## config.mk

```make
export PLATFORM = sky130hd
export DESIGN_NAME = axi_lite_burst_sequencer_flat
export DESIGN_NICKNAME = d
export VERILOG_FILES = /design/src/rtl/axi_lite_burst_sequencer_if.sv /design/src/rtl/axi_lite_burst_sequencer.sv /design/src/flat_wrapper.sv
export SDC_FILE = /design/constraint.sdc
export NUM_CORES = 1
export LEC_CHECK = 0
export ABC_CLOCK_PERIOD_IN_PS = 1650
export CAP_MARGIN = 20
export CORE_MARGIN = 2
export CORE_UTILIZATION = 30
export DETAILED_ROUTE_END_ITERATION = 8
export PLACE_DENSITY = 0.79
export SLEW_MARGIN = 20
export SYNTH_ARGS = -nofsm -noshare
export SYNTH_HDL_FRONTEND = slang
export SYNTH_SLANG_ARGS = --single-unit
```

## constraint.sdc

```tcl
create_clock -name clk_i -period 1.65 [get_ports clk_i]
set_input_delay 0.33 -clock clk_i [delete_from_list [all_inputs] [get_ports clk_i]]
set_output_delay 0.33 -clock clk_i [all_outputs]
set_load 0.1 [all_outputs]
```

## src/rtl/axi_lite_burst_sequencer_if.sv

```systemverilog
// Command, write-data stream, read-data stream and AXI4-Lite master signals
// of the burst sequencer, bundled for connection between sequencer and system.
interface axi_lite_burst_sequencer_if #(
    parameter int unsigned AddrWidth = 32'd8,
    parameter int unsigned DataWidth = 32'd32,
    parameter int unsigned LenWidth  = 32'd4
);
    logic                   cmd_valid_i;
    logic                   cmd_ready_o;
    logic                   cmd_write_i;
    logic [AddrWidth-1:0]   cmd_addr_i;
    logic [LenWidth-1:0]    cmd_len_i;

    logic                   wd_valid_i;
    logic                   wd_ready_o;
    logic [DataWidth-1:0]   wd_data_i;

    logic                   rd_valid_o;
    logic [DataWidth-1:0]   rd_data_o;
    logic                   done_o;
    logic                   err_o;

    logic [AddrWidth-1:0]   aw_addr_o;
    logic                   aw_valid_o;
    logic                   aw_ready_i;
    logic [DataWidth-1:0]   w_data_o;
    logic [DataWidth/8-1:0] w_strb_o;
    logic                   w_valid_o;
    logic                   w_ready_i;
    logic [1:0]             b_resp_i;
    logic                   b_valid_i;
    logic                   b_ready_o;
    logic [AddrWidth-1:0]   ar_addr_o;
    logic                   ar_valid_o;
    logic                   ar_ready_i;
    logic [DataWidth-1:0]   r_data_i;
    logic [1:0]             r_resp_i;
    logic                   r_valid_i;
    logic                   r_ready_o;

    modport master (
        input  cmd_valid_i, cmd_write_i, cmd_addr_i, cmd_len_i,
        input  wd_valid_i, wd_data_i,
        input  aw_ready_i, w_ready_i, b_resp_i, b_valid_i,
        input  ar_ready_i, r_data_i, r_resp_i, r_valid_i,
        output cmd_ready_o, wd_ready_o, rd_valid_o, rd_data_o, done_o, err_o,
        output aw_addr_o, aw_valid_o, w_data_o, w_strb_o, w_valid_o, b_ready_o,
        output ar_addr_o, ar_valid_o, r_ready_o
    );

    modport slave (
        output cmd_valid_i, cmd_write_i, cmd_addr_i, cmd_len_i,
        output wd_valid_i, wd_data_i,
        output aw_ready_i, w_ready_i, b_resp_i, b_valid_i,
        output ar_ready_i, r_data_i, r_resp_i, r_valid_i,
        input  cmd_ready_o, wd_ready_o, rd_valid_o, rd_data_o, done_o, err_o,
        input  aw_addr_o, aw_valid_o, w_data_o, w_strb_o, w_valid_o, b_ready_o,
        input  ar_addr_o, ar_valid_o, r_ready_o
    );
endinterface

```

## src/rtl/axi_lite_burst_sequencer.sv

```systemverilog
// Splits one "write/read N words at A" command into sequential single-beat
// AXI4-Lite transactions, one outstanding at a time.
//
// state   | meaning
// IDLE    | ready for a command
// WR_REQ  | AW and W handshakes in flight (either order)
// WR_RESP | waiting for B
// RD_REQ  | AR in flight
// RD_DATA | waiting for R
// DONE    | one-cycle done/err pulse
module axi_lite_burst_sequencer #(
    parameter int unsigned AddrWidth = 32'd8,
    parameter int unsigned DataWidth = 32'd32,
    parameter int unsigned LenWidth  = 32'd4
) (
    input  logic                       clk_i,
    input  logic                       rst_i,
    axi_lite_burst_sequencer_if.master bus
);
    localparam logic [AddrWidth-1:0] AddrStep  = AddrWidth'(DataWidth / 8);
    localparam logic [AddrWidth-1:0] AlignMask = ~(AddrStep - AddrWidth'(1));

    typedef enum logic [2:0] {
        IDLE, WR_REQ, WR_RESP, RD_REQ, RD_DATA, DONE
    } state_t;

    state_t               state;
    logic [AddrWidth-1:0] addr_q;
    logic [LenWidth-1:0]  count_q;
    logic                 aw_done;
    logic                 w_done;
    logic                 err_q;
    logic                 rd_valid_q;
    logic [DataWidth-1:0] rd_data_q;

    logic aw_hs, w_hs, b_hs, ar_hs, r_hs, last_beat;

    assign bus.cmd_ready_o = (state == IDLE) && !rst_i;
    assign bus.aw_addr_o   = addr_q;
    assign bus.ar_addr_o   = addr_q;
    assign bus.aw_valid_o  = (state == WR_REQ) && !aw_done;
    // W side is a straight pass-through of the stream so one W beat eats one word
    assign bus.w_valid_o   = (state == WR_REQ) && bus.wd_valid_i && !w_done;
    assign bus.wd_ready_o  = (state == WR_REQ) && bus.w_ready_i && !w_done;
    assign bus.w_data_o    = bus.wd_data_i;
    assign bus.w_strb_o    = '1;
    assign bus.b_ready_o   = (state == WR_RESP);
    assign bus.ar_valid_o  = (state == RD_REQ);
    assign bus.r_ready_o   = (state == RD_DATA);
    assign bus.rd_valid_o  = rd_valid_q;
    assign bus.rd_data_o   = rd_data_q;
    assign bus.done_o      = (state == DONE);
    assign bus.err_o       = (state == DONE) && err_q;

    assign aw_hs     = bus.aw_valid_o && bus.aw_ready_i;
    assign w_hs      = bus.w_valid_o && bus.w_ready_i;
    assign b_hs      = bus.b_ready_o && bus.b_valid_i;
    assign ar_hs     = bus.ar_valid_o && bus.ar_ready_i;
    assign r_hs      = bus.r_ready_o && bus.r_valid_i;
    assign last_beat = (count_q == '0);

    always_ff @(posedge clk_i or posedge rst_i) begin
        if (rst_i) begin
            state      <= IDLE;
            addr_q     <= '0;
            count_q    <= '0;
            aw_done    <= 1'b0;
            w_done     <= 1'b0;
            err_q      <= 1'b0;
            rd_valid_q <= 1'b0;
            rd_data_q  <= '0;
        end else begin
            rd_valid_q <= 1'b0;
            case (state)
                IDLE: begin
                    if (bus.cmd_valid_i) begin
                        addr_q  <= bus.cmd_addr_i & AlignMask;
                        count_q <= bus.cmd_len_i;
                        err_q   <= 1'b0;
                        aw_done <= 1'b0;
                        w_done  <= 1'b0;
                        state   <= bus.cmd_write_i ? WR_REQ : RD_REQ;
                    end
                end
                WR_REQ: begin
                    if ((aw_done || aw_hs) && (w_done || w_hs)) begin
                        aw_done <= 1'b0;
                        w_done  <= 1'b0;
                        state   <= WR_RESP;
                    end else begin
                        if (aw_hs) aw_done <= 1'b1;
                        if (w_hs)  w_done  <= 1'b1;
                    end
                end
                WR_RESP: begin
                    if (b_hs) begin
                        err_q <= err_q || (bus.b_resp_i != 2'b00);
                        if (last_beat) begin
                            state <= DONE;
                        end else begin
                            addr_q  <= addr_q + AddrStep;
                            count_q <= count_q - LenWidth'(1);
                            state   <= WR_REQ;
                        end
                    end
                end
                RD_REQ: begin
                    if (ar_hs) state <= RD_DATA;
                end
                RD_DATA: begin
                    if (r_hs) begin
                        rd_data_q  <= bus.r_data_i;
                        rd_valid_q <= 1'b1;
                        err_q      <= err_q || (bus.r_resp_i != 2'b00);
                        if (last_beat) begin
                            state <= DONE;
                        end else begin
                            addr_q  <= addr_q + AddrStep;
                            count_q <= count_q - LenWidth'(1);
                            state   <= RD_REQ;
                        end
                    end
                end
                DONE:    state <= IDLE;
                default: state <= IDLE;
            endcase
        end
    end
endmodule

```

## src/flat_wrapper.sv

```systemverilog
// flat-port wrapper written by rule: the top's interface ports become plain ports
module axi_lite_burst_sequencer_flat 
#(
    parameter int unsigned AddrWidth = 32'd8,
    parameter int unsigned DataWidth = 32'd32,
    parameter int unsigned LenWidth  = 32'd4
)
  (clk_i, rst_i, bus_cmd_valid_i, bus_cmd_write_i, bus_cmd_addr_i, bus_cmd_len_i, bus_wd_valid_i, bus_wd_data_i, bus_aw_ready_i, bus_w_ready_i, bus_b_resp_i, bus_b_valid_i, bus_ar_ready_i, bus_r_data_i, bus_r_resp_i, bus_r_valid_i, bus_cmd_ready_o, bus_wd_ready_o, bus_rd_valid_o, bus_rd_data_o, bus_done_o, bus_err_o, bus_aw_addr_o, bus_aw_valid_o, bus_w_data_o, bus_w_strb_o, bus_w_valid_o, bus_b_ready_o, bus_ar_addr_o, bus_ar_valid_o, bus_r_ready_o);
  axi_lite_burst_sequencer_if #(.AddrWidth(AddrWidth), .DataWidth(DataWidth), .LenWidth(LenWidth)) bus_i ();
  input  logic clk_i;
  input  logic rst_i;
  input wire logic [$bits(bus_i.cmd_valid_i)-1:0] bus_cmd_valid_i;
  input wire logic [$bits(bus_i.cmd_write_i)-1:0] bus_cmd_write_i;
  input wire logic [$bits(bus_i.cmd_addr_i)-1:0] bus_cmd_addr_i;
  input wire logic [$bits(bus_i.cmd_len_i)-1:0] bus_cmd_len_i;
  input wire logic [$bits(bus_i.wd_valid_i)-1:0] bus_wd_valid_i;
  input wire logic [$bits(bus_i.wd_data_i)-1:0] bus_wd_data_i;
  input wire logic [$bits(bus_i.aw_ready_i)-1:0] bus_aw_ready_i;
  input wire logic [$bits(bus_i.w_ready_i)-1:0] bus_w_ready_i;
  input wire logic [$bits(bus_i.b_resp_i)-1:0] bus_b_resp_i;
  input wire logic [$bits(bus_i.b_valid_i)-1:0] bus_b_valid_i;
  input wire logic [$bits(bus_i.ar_ready_i)-1:0] bus_ar_ready_i;
  input wire logic [$bits(bus_i.r_data_i)-1:0] bus_r_data_i;
  input wire logic [$bits(bus_i.r_resp_i)-1:0] bus_r_resp_i;
  input wire logic [$bits(bus_i.r_valid_i)-1:0] bus_r_valid_i;
  output wire logic [$bits(bus_i.cmd_ready_o)-1:0] bus_cmd_ready_o;
  output wire logic [$bits(bus_i.wd_ready_o)-1:0] bus_wd_ready_o;
  output wire logic [$bits(bus_i.rd_valid_o)-1:0] bus_rd_valid_o;
  output wire logic [$bits(bus_i.rd_data_o)-1:0] bus_rd_data_o;
  output wire logic [$bits(bus_i.done_o)-1:0] bus_done_o;
  output wire logic [$bits(bus_i.err_o)-1:0] bus_err_o;
  output wire logic [$bits(bus_i.aw_addr_o)-1:0] bus_aw_addr_o;
  output wire logic [$bits(bus_i.aw_valid_o)-1:0] bus_aw_valid_o;
  output wire logic [$bits(bus_i.w_data_o)-1:0] bus_w_data_o;
  output wire logic [$bits(bus_i.w_strb_o)-1:0] bus_w_strb_o;
  output wire logic [$bits(bus_i.w_valid_o)-1:0] bus_w_valid_o;
  output wire logic [$bits(bus_i.b_ready_o)-1:0] bus_b_ready_o;
  output wire logic [$bits(bus_i.ar_addr_o)-1:0] bus_ar_addr_o;
  output wire logic [$bits(bus_i.ar_valid_o)-1:0] bus_ar_valid_o;
  output wire logic [$bits(bus_i.r_ready_o)-1:0] bus_r_ready_o;
  assign bus_i.cmd_valid_i = bus_cmd_valid_i;
  assign bus_i.cmd_write_i = bus_cmd_write_i;
  assign bus_i.cmd_addr_i = bus_cmd_addr_i;
  assign bus_i.cmd_len_i = bus_cmd_len_i;
  assign bus_i.wd_valid_i = bus_wd_valid_i;
  assign bus_i.wd_data_i = bus_wd_data_i;
  assign bus_i.aw_ready_i = bus_aw_ready_i;
  assign bus_i.w_ready_i = bus_w_ready_i;
  assign bus_i.b_resp_i = bus_b_resp_i;
  assign bus_i.b_valid_i = bus_b_valid_i;
  assign bus_i.ar_ready_i = bus_ar_ready_i;
  assign bus_i.r_data_i = bus_r_data_i;
  assign bus_i.r_resp_i = bus_r_resp_i;
  assign bus_i.r_valid_i = bus_r_valid_i;
  assign bus_cmd_ready_o = bus_i.cmd_ready_o;
  assign bus_wd_ready_o = bus_i.wd_ready_o;
  assign bus_rd_valid_o = bus_i.rd_valid_o;
  assign bus_rd_data_o = bus_i.rd_data_o;
  assign bus_done_o = bus_i.done_o;
  assign bus_err_o = bus_i.err_o;
  assign bus_aw_addr_o = bus_i.aw_addr_o;
  assign bus_aw_valid_o = bus_i.aw_valid_o;
  assign bus_w_data_o = bus_i.w_data_o;
  assign bus_w_strb_o = bus_i.w_strb_o;
  assign bus_w_valid_o = bus_i.w_valid_o;
  assign bus_b_ready_o = bus_i.b_ready_o;
  assign bus_ar_addr_o = bus_i.ar_addr_o;
  assign bus_ar_valid_o = bus_i.ar_valid_o;
  assign bus_r_ready_o = bus_i.r_ready_o;
  axi_lite_burst_sequencer #(.AddrWidth(AddrWidth), .DataWidth(DataWidth), .LenWidth(LenWidth)) u_core (.clk_i(clk_i), .rst_i(rst_i), .bus(bus_i));
endmodule
```

After elaboration in Yosys (flattened, before gate mapping):

Cells that the tools add are included.

* output and inout port bits: 94
* register bits after elaboration: 51

* reductions and logical operators: 31
* eq/ne operators: 12
* add/sub/neg operators: 2
* muxes and demuxes: 31

Operator list (count)
* 2-to-1 mux 8 bit: 4
* one-hot mux 8 bit (3 select lines): 1
* 2-to-1 mux 3 bit: 7
* 2-to-1 mux 4 bit: 4
* one-hot mux 3 bit (5 select lines): 1
* logical AND 1 bit: 13
* one-hot mux 4 bit (3 select lines): 1
* inequality test 2 bit, second input constant: 5
* 2-to-1 mux 1 bit: 9
* adder 8 x 3 -> 8 bit, second input constant: 1
* equality test 3 x 2 -> 1 bit, second input constant: 2
* equality test 3 bit, second input constant: 2
* inequality test 3 x 2 -> 1 bit, second input constant: 2
* AND reduction 3 bit: 2
* nonzero test 2 bit: 3
* AND reduction 5 bit: 1
* logical NOT 4 bit: 1
* logical OR 1 bit: 4
* one-hot mux 1 bit (2 select lines): 2
* AND reduction 4 bit: 1
* subtractor 4 x 1 -> 4 bit, second input constant: 1
* equality test 3 x 1 -> 1 bit, second input constant: 1
* logical NOT 1 bit: 3
* logical NOT 3 bit: 1
* other kinds (4): 4

Longest topological paths before layout:

Gate-level depths: netlist of run 1.

* depth after elaboration: 8
* depth in mapped cells: 6
* depth with buffers taken out: 6

Worst setup path after synthesis of run 1:

Ideal clock, no wire load.

* path kind: register -> output
* start: register u_core.state[0]
* end: output bus_cmd_ready_o
* buffers on the path: 3
* required time: 1.320 ns
* stages on the path, launching flop included: 5
* arrival: 3.770 ns
* setup slack: -2.450 ns
* cell sequence: dfrtp_1 -> buf_2 -> buf_2 -> clkbuf_1 -> nor4_1

* cells in the longest elaborated chain, start to end: 2

Ends and longest elaborated chain
* start: declaration: RTL line axi_lite_burst_sequencer.sv:27 `state_t state;`
* start signal: assignment: RTL line axi_lite_burst_sequencer.sv:82 `state <= bus.cmd_write_i ? WR_REQ : RD_REQ;`
* logical NOT 3 bit: RTL line axi_lite_burst_sequencer.sv:38 `assign bus.cmd_ready_o = (state == IDLE) && !rst_i;`
* logical AND 1 bit: RTL line axi_lite_burst_sequencer.sv:38
* end: declaration: RTL line flat_wrapper.sv:26 `output wire logic [$bits(bus_i.cmd_ready_o)-1:0] bus_cmd_ready_o;`

Every way passes these cells.

Worst setup path after layout of run 1:

* start: register u_core.state[1]
* end: output bus_wd_ready_o

* cells in the longest elaborated chain, start to end: 3

Ends and longest elaborated chain
* equality test 3 x 1 -> 1 bit: RTL line axi_lite_burst_sequencer.sv:44 `assign bus.wd_ready_o = (state == WR_REQ) && bus.w_ready_i && !w_done;`
* logical AND 1 bit (2 in a row): RTL line axi_lite_burst_sequencer.sv:44
* end: declaration: RTL line flat_wrapper.sv:27 `output wire logic [$bits(bus_i.wd_ready_o)-1:0] bus_wd_ready_o;`

Every way passes these cells.

==> results by group, run 1 <==
Layout
  – Final nets: 442
  – Fillers: 759
  – Area grow syn2layout: 76.15%
  – Layout cells sized above 1: 0.4786
  – ANT cells: 0

Routing
  – Wirelength, routed: 7.772 mm
  – Routed via count: 2257
  – DRC Markers: 0
  – Wire length per cell: 16.82 um
  – Drt via density: 4.885
  – 1st-iter DRT viols: 28
  – Pre-Repair DR Iteration Count: 4
  – Final ANT Viol Nets: 0

Synthesis
  – Area share of the largest cell type after synthesis: 0.4434
  – Async S/R FF share, synth: 1.000
  – EDFF count, synth: 0
  – Main flop type after synthesis: dfrtp_1
  – #FFs+latches synth: 49
  – Sequential area share after synthesis: 0.4434
  – Mapped Avg Cell Area: 11.02 um2
  – Synthesis Warnings: 0
  – Netlist Area Pre-Place: 2765 um2
  – Synth unique cells: 51
  – Most area-hungry cell type in the Yosys netlist: dfrtp_1
  – Synth area leaders: dfrtp_1, buf_4, mux2_2
  – Synthesized instance count: 251

CTS
  – Number of H-tree levels: 2
  – Clk slew on worst S/H paths: 0.10 ns
  – CTS Root Cell: clkbuf_8
  – CTS tree: built
  – CTS Buf Count: 5
  – Clock Latency Late Sink: 0.30 ns
  – Clk buf depth: 2
  – CTS sink cnt: 49

Floorplan
  – Die H: 100.0 um
  – Core Area: 9109 um2
  – Row cnt: 35
  – Num ports: 184
  – Die Area: 10000 um2
  – Die W: 100.0 um
  – Initial Utilization: 0.3036

Global route
  – Gr usage total: 0.1371
  – Initial antenna violation count: 0
  – Vias in the first global route: 2294
  – GRT Residual Overflow: 0
  – First-pass GRT wire length: 11.07 mm
  – Largest net degree at the start of global routing: 28

Setup path
  – Worst Setup End Kind: primary output
  – Worst reg-to-reg setup slack: -0.07 ns
  – Worst path required time: 1.32 ns
  – CP max FO: 4
  – CP peak stage delay: 0.45 ns
  – WP data arrival: 1.62 ns
  – CP Cell Sequence: or3b_4 -> nor3b_4 -> buf_12
  – Critical path type: reg -> out
  – Slowest CP cell: dfrtp_2
  – Startpoint Class: flip-flop

Worst hold path
  – HP Class: in -> async

Timing
  – Final setup fails: 40
  – Fin crit period: 1.949 ns
  – Final-report hold violation count: 0
  – Clk_skew: 0.008748 ns
  – Worst hold slack: 0.5004 ns
  – Unrepaired setup endpoints after global routing: true
  – Final Worst Setup Slack: -0.2995 ns
  – Crit share post-route: 1.182
  – Final slew viol count: 0
  – Fmax: 513.0 MHz

Placement
  – Final Wtd Congestion: 0.7773
  – Port Buffers: 109
  – Post-DP HPWL: 5.251 mm

Flow run
  – Max Cap Viol: 0

Run status
  – Status: finished with violations
  – Failing checks: negative setup slack
area by class of cell:
type,count,area (um2),share of cell area
clock inverter,2,15.01,0.003082
multi-input combinational,139,1354,0.2779
inverter,9,33.78,0.006936
sequential,49,1240,0.2546
tap,111,138.9,0.02851
clock buffer,6,72.57,0.01490
timing repair buffer,146,2017,0.4141
flip-flops by register name (all words and copies together), names as in the netlist:
register	flops
u_core.aw_done	1
u_core.bus.ar_addr_o	6
u_core.bus.rd_data_o	32
u_core.bus.rd_valid_o	1
u_core.count_q	4
u_core.err_q	1
u_core.state	3
u_core.w_done	1
routing by layer:
metal / vias up / global-route usage / share of wire
li1: 1040 / - / -
met1: 1101 / 0.1629 / 0.40
met2: 98 / 0.2422 / 0.52
met3: 18 / 0.03969 / 0.064
met4: 0 / 0.03793 / 0.017
met5: - / 0 / 0
stage by stage:
step / setup TNS [ns] / std cells / cell area [um2] / utilization / setup WS, ns
3_5_place_dp: -4.826 / 445 / 4442 / 0.4876 / -0.2615
3_3_place_gp: -3.911 / 445 / 4442 / 0.4876 / -0.2113
6_report: -3.143 / 462 / 4871 / 0.5348 / -0.2995
2_1_floorplan: -25.55 / 257 / 2894 / - / -0.7149
4_1_cts: -2.169 / 457 / 4609 / 0.5060 / -0.2948
5_1_grt: -5.644 / 462 / 4871 / 0.5348 / -0.3610
logic make-up after synthesis:
group | Yosys count | share of synthesized area
muxes | 35 | 0.1430
DFF | 49 | 0.4434
and+or+nand+nor | 46 | 0.1045
adders and majority gates | 2 | 0.009048
other | 2 | 0.002716
buffers and inverters | 69 | 0.1656
xor gates and xnor gates | 1 | 0.005884
AOI/OAI and AO/OA | 47 | 0.1258
repair_timing:
| action | 4_1_cts | 5_1_grt |
|---|---|---|
| setup endpoints to repair | 26 | 53 |
| pin swaps | 6 | 8 |
| setup buffers | 3 | 2 |
| hold buffers | 0 | 0 |
| cloned | 1 | 3 |
| resized for setup | 11 | 44 |
cells in the final DEF (no fill, tap or decap), drive strengths merged, types with 3 or more instances in the layout:
cell,instances
a21oi,6
o2bb2ai,4
dfrtp,49
inv,9
a2bb2oi,3
a211o,3
nor2,7
conb,8
clkdlybuf4s50,55
o31ai,5
nand4,3
nand3b,3
mux2,33
a211oi,3
nor3,9
o22ai,3
o21ai,8
buf,88
and2,3
nor3b,5
clkbuf,9
critical path: cells and delay by family (launching register included):
kind	cells	cell delay, ns
buffers and inverters	1	0.20
DFF	1	0.45
and+or+nand+nor	2	0.67
synthesized netlist by cell type, types with 2 or more instances:
cell type  number
buf_4          49
dfrtp_1        49
mux2_2         32
inv_1           9
nor3_1          8
nor2_1          7
o21ai_0         7
a21oi_1         6
buf_2           6
o31ai_1         5
nor3b_1         4
o2bb2ai_1       4
a211o_1         3
a2bb2oi_1       3
and2_1          3
clkbuf_1        3
nand3b_1        3
nand4_1         3
o22ai_1         3
a211oi_1        2
a22o_1          2
a22oi_1         2
a32oi_1         2
and3b_1         2
conb_1          2
ha_1            2
mux2i_1         2
nand2_1         2
nand2b_1        2
nor4_1          2
or2_1           2
path summary, 6_finish.rpt:
path / end / start / depth (start not counted)
max in group asynchronous: u_core.state[1] / rst_i / 3
hold reg to reg: u_core.err_q / u_core.err_q / 1
min in group clk_i: u_core.err_q / u_core.err_q / 1
setup reg to reg: u_core.bus.rd_data_o[23] / u_core.state[1] / 5
hold / removal: u_core.err_q / rst_i / 3
setup / recovery: bus_wd_ready_o / u_core.state[1] / 3
Power of run 1 is not shown: default switching activity piles up to over one toggle a cycle in this logic, so the estimate is an artifact.
==> inputs of run 2 (changes only) <==
--- a/config.mk
+++ b/config.mk
@@ -7,10 +7,12 @@
 export LEC_CHECK = 0
 export ABC_CLOCK_PERIOD_IN_PS = 1650
 export CAP_MARGIN = 20
+export CELL_PAD_IN_SITES_DETAIL_PLACEMENT = 1
+export CELL_PAD_IN_SITES_GLOBAL_PLACEMENT = 1
 export CORE_MARGIN = 2
-export CORE_UTILIZATION = 30
+export CORE_UTILIZATION = 23
 export DETAILED_ROUTE_END_ITERATION = 8
-export PLACE_DENSITY = 0.79
+export PLACE_DENSITY = 0.83
 export SLEW_MARGIN = 20
 export SYNTH_ARGS = -nofsm -noshare
 export SYNTH_HDL_FRONTEND = slang
==> constraint.sdc (replaced) <==
create_clock -name clk_i -period 1.65 [get_ports clk_i]
set_input_delay 0.2475 -clock clk_i [delete_from_list [all_inputs] [get_ports clk_i]]
set_output_delay 0.2475 -clock clk_i [all_outputs]
set_load 0.02 [all_outputs]
==> results by group, run 2 (synthesized netlist as in run 1, its figures left out) <==
Floorplan
  – Core Area: 11860 um2 (+30%)
  – Die H: 113.6 um (+14%)
  – Row cnt: 40 (+14%)
  – Die W: 113.6 um (+14%)
  – Num ports: 184 (unchanged)
  – Initial Utilization: 0.2331 (-0.07045)
  – Die Area: 12920 um2 (+29%)

CTS
  – CTS tree: built
  – Clk slew on worst S/H paths: 0.07 ns (-0.03 ns)
  – CTS Buf Count: 5 (unchanged)
  – Number of H-tree levels: 2 (unchanged)
  – Clock Latency Late Sink: 0.29 ns (about the same)
  – CTS sink cnt: 49 (unchanged)
  – CTS Root Cell: clkbuf_16
  – Hold_buf cts: 0 (unchanged)
  – Clk buf depth: 2 (unchanged)

Routing
  – Pre-Repair DR Iteration Count: 4 (unchanged)
  – Wirelength, routed: 8.377 mm (+7.8%)
  – DRC Markers: 0 (unchanged)
  – Routed via count: 2247 (-0.44%)
  – Final ANT Viol Nets: 0 (unchanged)
  – 1st-iter DRT viols: 100 (+260%)
  – Wire length per cell: 16.86 um (+0.19%)
  – Drt via density: 4.521 (-7.5%)

Setup path
  – Critical path type: reg -> out
  – Worst reg-to-reg setup slack: -0.08 ns (about the same)
  – CP peak stage delay: 0.41 ns (-0.04 ns)
  – R2r startpoint: u_core.state[2]
  – WP data arrival: 1.50 ns (-0.12 ns)
  – FF-to-FF End: u_core.state[1]
  – R2R cell count: 5 (unchanged)
  – Startpoint Class: flip-flop
  – Worst Setup SP: u_core.state[2]
  – Worst Setup End Kind: primary output
  – Worst path required time: 1.40 ns (+0.08 ns)
  – CP Cell Sequence: buf_8 -> and3b_2 -> and2_1 -> clkdlybuf4s15_2
  – Slowest CP cell: dfrtp_1
  – CP max FO: 19 (+15)

Layout
  – Seq. cell area: 1226 um2 (-1.1%)
  – Fillers: 1296 (+71%)
  – Multi-input combinational cell area: 1310 um2 (-3.2%)
  – Max reg flops: 32 (unchanged)
  – Area grow syn2layout: 57.01%
  – Leading cell type in the layout, fill and taps excluded: clkdlybuf4s50_1
  – Commonest non-fill, non-tap cells in the layout: clkdlybuf4s50_1, dfrtp_1, mux2_4
  – Post-Layout Cell Count: 497 (+7.6%)
  – Layout cells sized above 1: 0.3229 (-0.1558)
  – ANT cells: 0 (unchanged)
  – Final nets: 441 (-0.23%)

Flow run
  – Max Cap Viol: 0 (unchanged)

Global route
  – Initial antenna violation count: 0 (unchanged)
  – GRT Residual Overflow: 0 (unchanged)
  – Vias in the first global route: 2532 (+10%)
  – Largest net degree at the start of global routing: 50 (+79%)
  – Gr usage total: 0.1300 (-0.007167)
  – First-pass GRT wire length: 13.34 mm (+20%)

Timing
  – Unrepaired setup endpoints after global routing: true
  – Fmax: 570.9 MHz (+11%)
  – Final setup fails: 41 (+2.5%)
  – Clk_skew: 0.006389 ns (-0.002359 ns)
  – Fin crit period: 1.752 ns (-0.1980 ns)
  – Final Worst Setup Slack: -0.1015 ns (+0.1980 ns)
  – Final slew viol count: 0 (unchanged)
  – Final-report hold violation count: 0 (unchanged)
  – Crit share post-route: 1.062 (-0.1200)
  – Worst hold slack: 0.4705 ns (-0.02995 ns)

Power
  – Pwr dens: 1902 nW/um2
  – Worst vdd ir: 0.5354 mV
  – Total power: 8259 uW
  – Leak: 0.001911 uW

Run status
  – Failing checks: negative setup slack
  – Status: finished with violations

Placement
  – Dpl ws: -0.2431 ns (+0.01844 ns)
  – Post-placement cell count: 482 (+8.3%)
  – Post-DP HPWL: 6.051 mm (+15%)
  – Final Wtd Congestion: 0.8249 (+6.1%)
  – Port Buffers: 109 (unchanged)

Worst hold path
  – HP Class: in -> async
[run 2: routing by layer]
metal,track usage,up-vias,wire length [um],share of wire
li1,-,1038,-,-
met1,0.1519,1103,3380,0.40
met2,0.2347,88,4300,0.51
met3,0.03294,18,554,0.066
met4,0.03821,0,142,0.017
met5,0,-,0,0
[run 2: worst max path at each step]
stage | end | slack, ns
after floorplan | u_core.bus.rd_data_o[0] | -0.12
after global placement | bus_wd_ready_o | -0.19
after detailed placement | u_core.count_q[2] | -0.24
after CTS | u_core.state[1] | -0.11
after global routing | u_core.state[1] | -0.15
final | bus_err_o | -0.10
[run 2: power breakdown]
| group | internal (uW) | switching (uW) | leakage, uW |
|---|---|---|---|
| Clock | 565 | 467 | 0.0000702 |
| Combinational | 2700 | 2320 | 0.00123 |
| Sequential | 1760 | 447 | 0.000612 |
[run 2: layout make-up]
cell class	instances	area share
repair buffers	145	0.3320
multi-input cells	139	0.3017
flip-flops and latches	49	0.2824
well taps	147	0.04236
clock buffers	5	0.02882
inverters	9	0.007781
clock inverters	3	0.004899
[run 2: what timing repair did]
action                     CTS  global route
resized for setup           53            24
cloned                       1             0
setup endpoints to repair   58            61
buffers inserted             2             4
pin swaps                    9             5
[run 2: worst max-delay path: cells and delay by family (launching register included)]
kind                   cells  cell delay (ns)
buffers and inverters      2             0.43
DFF                        1             0.41
and+or+nand+nor            2             0.37
[run 2: per-stage QoR]
step / TNS, ns / area [um2] / util
2_1_floorplan: -2.519 / 2949 / -
3_3_place_gp: -4.155 / 4026 / 0.3395
3_5_place_dp: -7.194 / 4026 / 0.3395
4_1_cts: -2.177 / 4235 / 0.3571
5_1_grt: -4.388 / 4342 / 0.3660
6_report: -1.729 / 4342 / 0.3660
Note: power is estimated with default switching activity, not from simulation.
==> edit, RTL diff (settings of run 2) <==
`DataWidth` is set to 32'd32 in 3 places; all go to 32'd28.
--- a/src/rtl/axi_lite_burst_sequencer_if.sv
+++ b/src/rtl/axi_lite_burst_sequencer_if.sv
@@ -4,3 +4,3 @@
     parameter int unsigned AddrWidth = 32'd8,
-    parameter int unsigned DataWidth = 32'd32,
+    parameter int unsigned DataWidth = 32'd28,
     parameter int unsigned LenWidth  = 32'd4
--- a/src/rtl/axi_lite_burst_sequencer.sv
+++ b/src/rtl/axi_lite_burst_sequencer.sv
@@ -12,3 +12,3 @@
     parameter int unsigned AddrWidth = 32'd8,
-    parameter int unsigned DataWidth = 32'd32,
+    parameter int unsigned DataWidth = 32'd28,
     parameter int unsigned LenWidth  = 32'd4
--- a/src/flat_wrapper.sv
+++ b/src/flat_wrapper.sv
@@ -4,3 +4,3 @@
     parameter int unsigned AddrWidth = 32'd8,
-    parameter int unsigned DataWidth = 32'd32,
+    parameter int unsigned DataWidth = 32'd28,
     parameter int unsigned LenWidth  = 32'd4
Ports: changed (5 resized); port bits go from 184 to 167. The function was not compared with the original's and may differ.
==> edit against run 2 <==
The flow still finishes with violations (negative setup slack). Count of clock-buffer cells in the layout grew 1. First-iteration DRC count shrank 34%. Via count grew 7.7%. Routed wire length grew 14%. Synthesized area shrank 4.3%. Setup slack lost 220 ps. Fmax shrank 11%. Power grew 5.8%. Final area grew 5.3%. Sequential cell count shrank 2. Largest power group unchanged.
==> edit: results (changes against run 2) <==
[place]
gp_congestion = 0.7945  ; -3.7%
dpl_worst_slack_ps = -289.7  ; -46.61 ps
dpl.hpwl_um = 6518  ; +7.7%
postPlaceCellArea_um2 = 3890  ; -3.4%

[global_route]
grt_max_degree = 29  ; -42%
grt_pass1_wl_um = 14110  ; +5.8%
grt_pass1_vias = 2655  ; +4.9%
grt_usage_pct = 14.04  ; +1.0 points

[drt]
wl_um = 9576  ; +14%
firstDrtPassIters = 6  ; +2
avgViaCountPerCell = 4.634  ; +2.5%
drtIter0Drc = 66  ; -34%

[yosys]
yosysSeqAreaShare_pct = 44.47  ; +0.12 points
synth_compound_area_share_pct = 12.49  ; -0.091 points
yosys-top-cells-count = dfrtp_1, buf_4, mux2_2
yosys.area_share.xor_xnor_pct = 0.6149  ; +0.027 points
synthTopCellsByArea = dfrtp_1, mux2_2, buf_4
yosysUniqueCellTypes = 44  ; -14%
synth_mux_area_share_pct = 13.53  ; -0.77 points

[finish]
largest_register_ffs = 28  ; -13%
layout.nets = 462  ; +4.8%

[worst_setup_path]
timing.rr.end = u_core.count_q[0]
reg2reg_from = u_core.state[1]
crit_arrival_ps = 2190  ; +690 ps

[status]
violations = negative setup slack
status = complete, but fails checks

[timing]
setup_violations = 50  ; +22%
finClkSkew_ps = 5.122  ; -1.267 ps
layout_setup_ws_ps = -325.7  ; -224.2 ps

[power]
power_leakage_nw = 2.046  ; +7.1%

edit: how the worst max path moves through the flow:
| stage | start | end |
|---|---|---|
| 6_report | u_core.state[1] | u_core.count_q[0] |
| 5_1_grt | u_core.state[2] | u_core.count_q[0] |
| 4_1_cts | u_core.state[2] | u_core.bus.ar_addr_o[6] |
| 3_5_place_dp | bus_cmd_valid_i | u_core.bus.ar_addr_o[7] |
| 3_3_place_gp | bus_r_valid_i | u_core.bus.ar_addr_o[6] |
| 2_1_floorplan | u_core.count_q[0] | u_core.count_q[1] |
edit: per-layer routing:
layer / track usage [%] / up-vias / part of all wire [%]
li1: - / 1098 / -
met1: 16.89 / 1230 / 39
met2: 25.81 / 77 / 54
met3: 2.242 / 14 / 4.6
met4: 3.868 / 0 / 1.9
met5: 0 / - / 0
edit: through the flow:
stage | setup TNS [ps] | instances | utilization [%] | power (mW)
after detailed placement | -8655 | 489 | 34.36 | 6.526
after global placement | -6387 | 489 | 34.36 | 6.345
after CTS | -4828 | 511 | 37.73 | 8.147
after global routing | -6722 | 522 | 40.37 | 9.211
final | -3758 | 522 | 40.37 | 8.739
after floorplan | -646.3 | 251 | - | 4.526
edit: timing repair:
item	in CTS	in global routing
cloned	0	1
endpoints found under the setup margin	56	62
pin swaps	6	7
gates resized for setup	80	52
buffers inserted	14	11
hold buffers	0	0
edit: cell type report:
class | count | area [µm²]
Multi-Input combinational cell | 141 | 1265
Clock inverter | 2 | 38.79
Tap cell | 143 | 178.9
Fill cell | 1236 | 6750
Sequential cell | 47 | 1179
Clock buffer | 6 | 138.9
Timing Repair Buffer | 174 | 1737
Inverter | 9 | 33.78
edit: report_power, final:
part           internal (mW)  switching (mW)  leakage, nW
registers               1.66           0.403        0.592
clock network          0.763           0.454       0.0875
logic                   2.88            2.58         1.37
total                   5.30            3.44         2.05
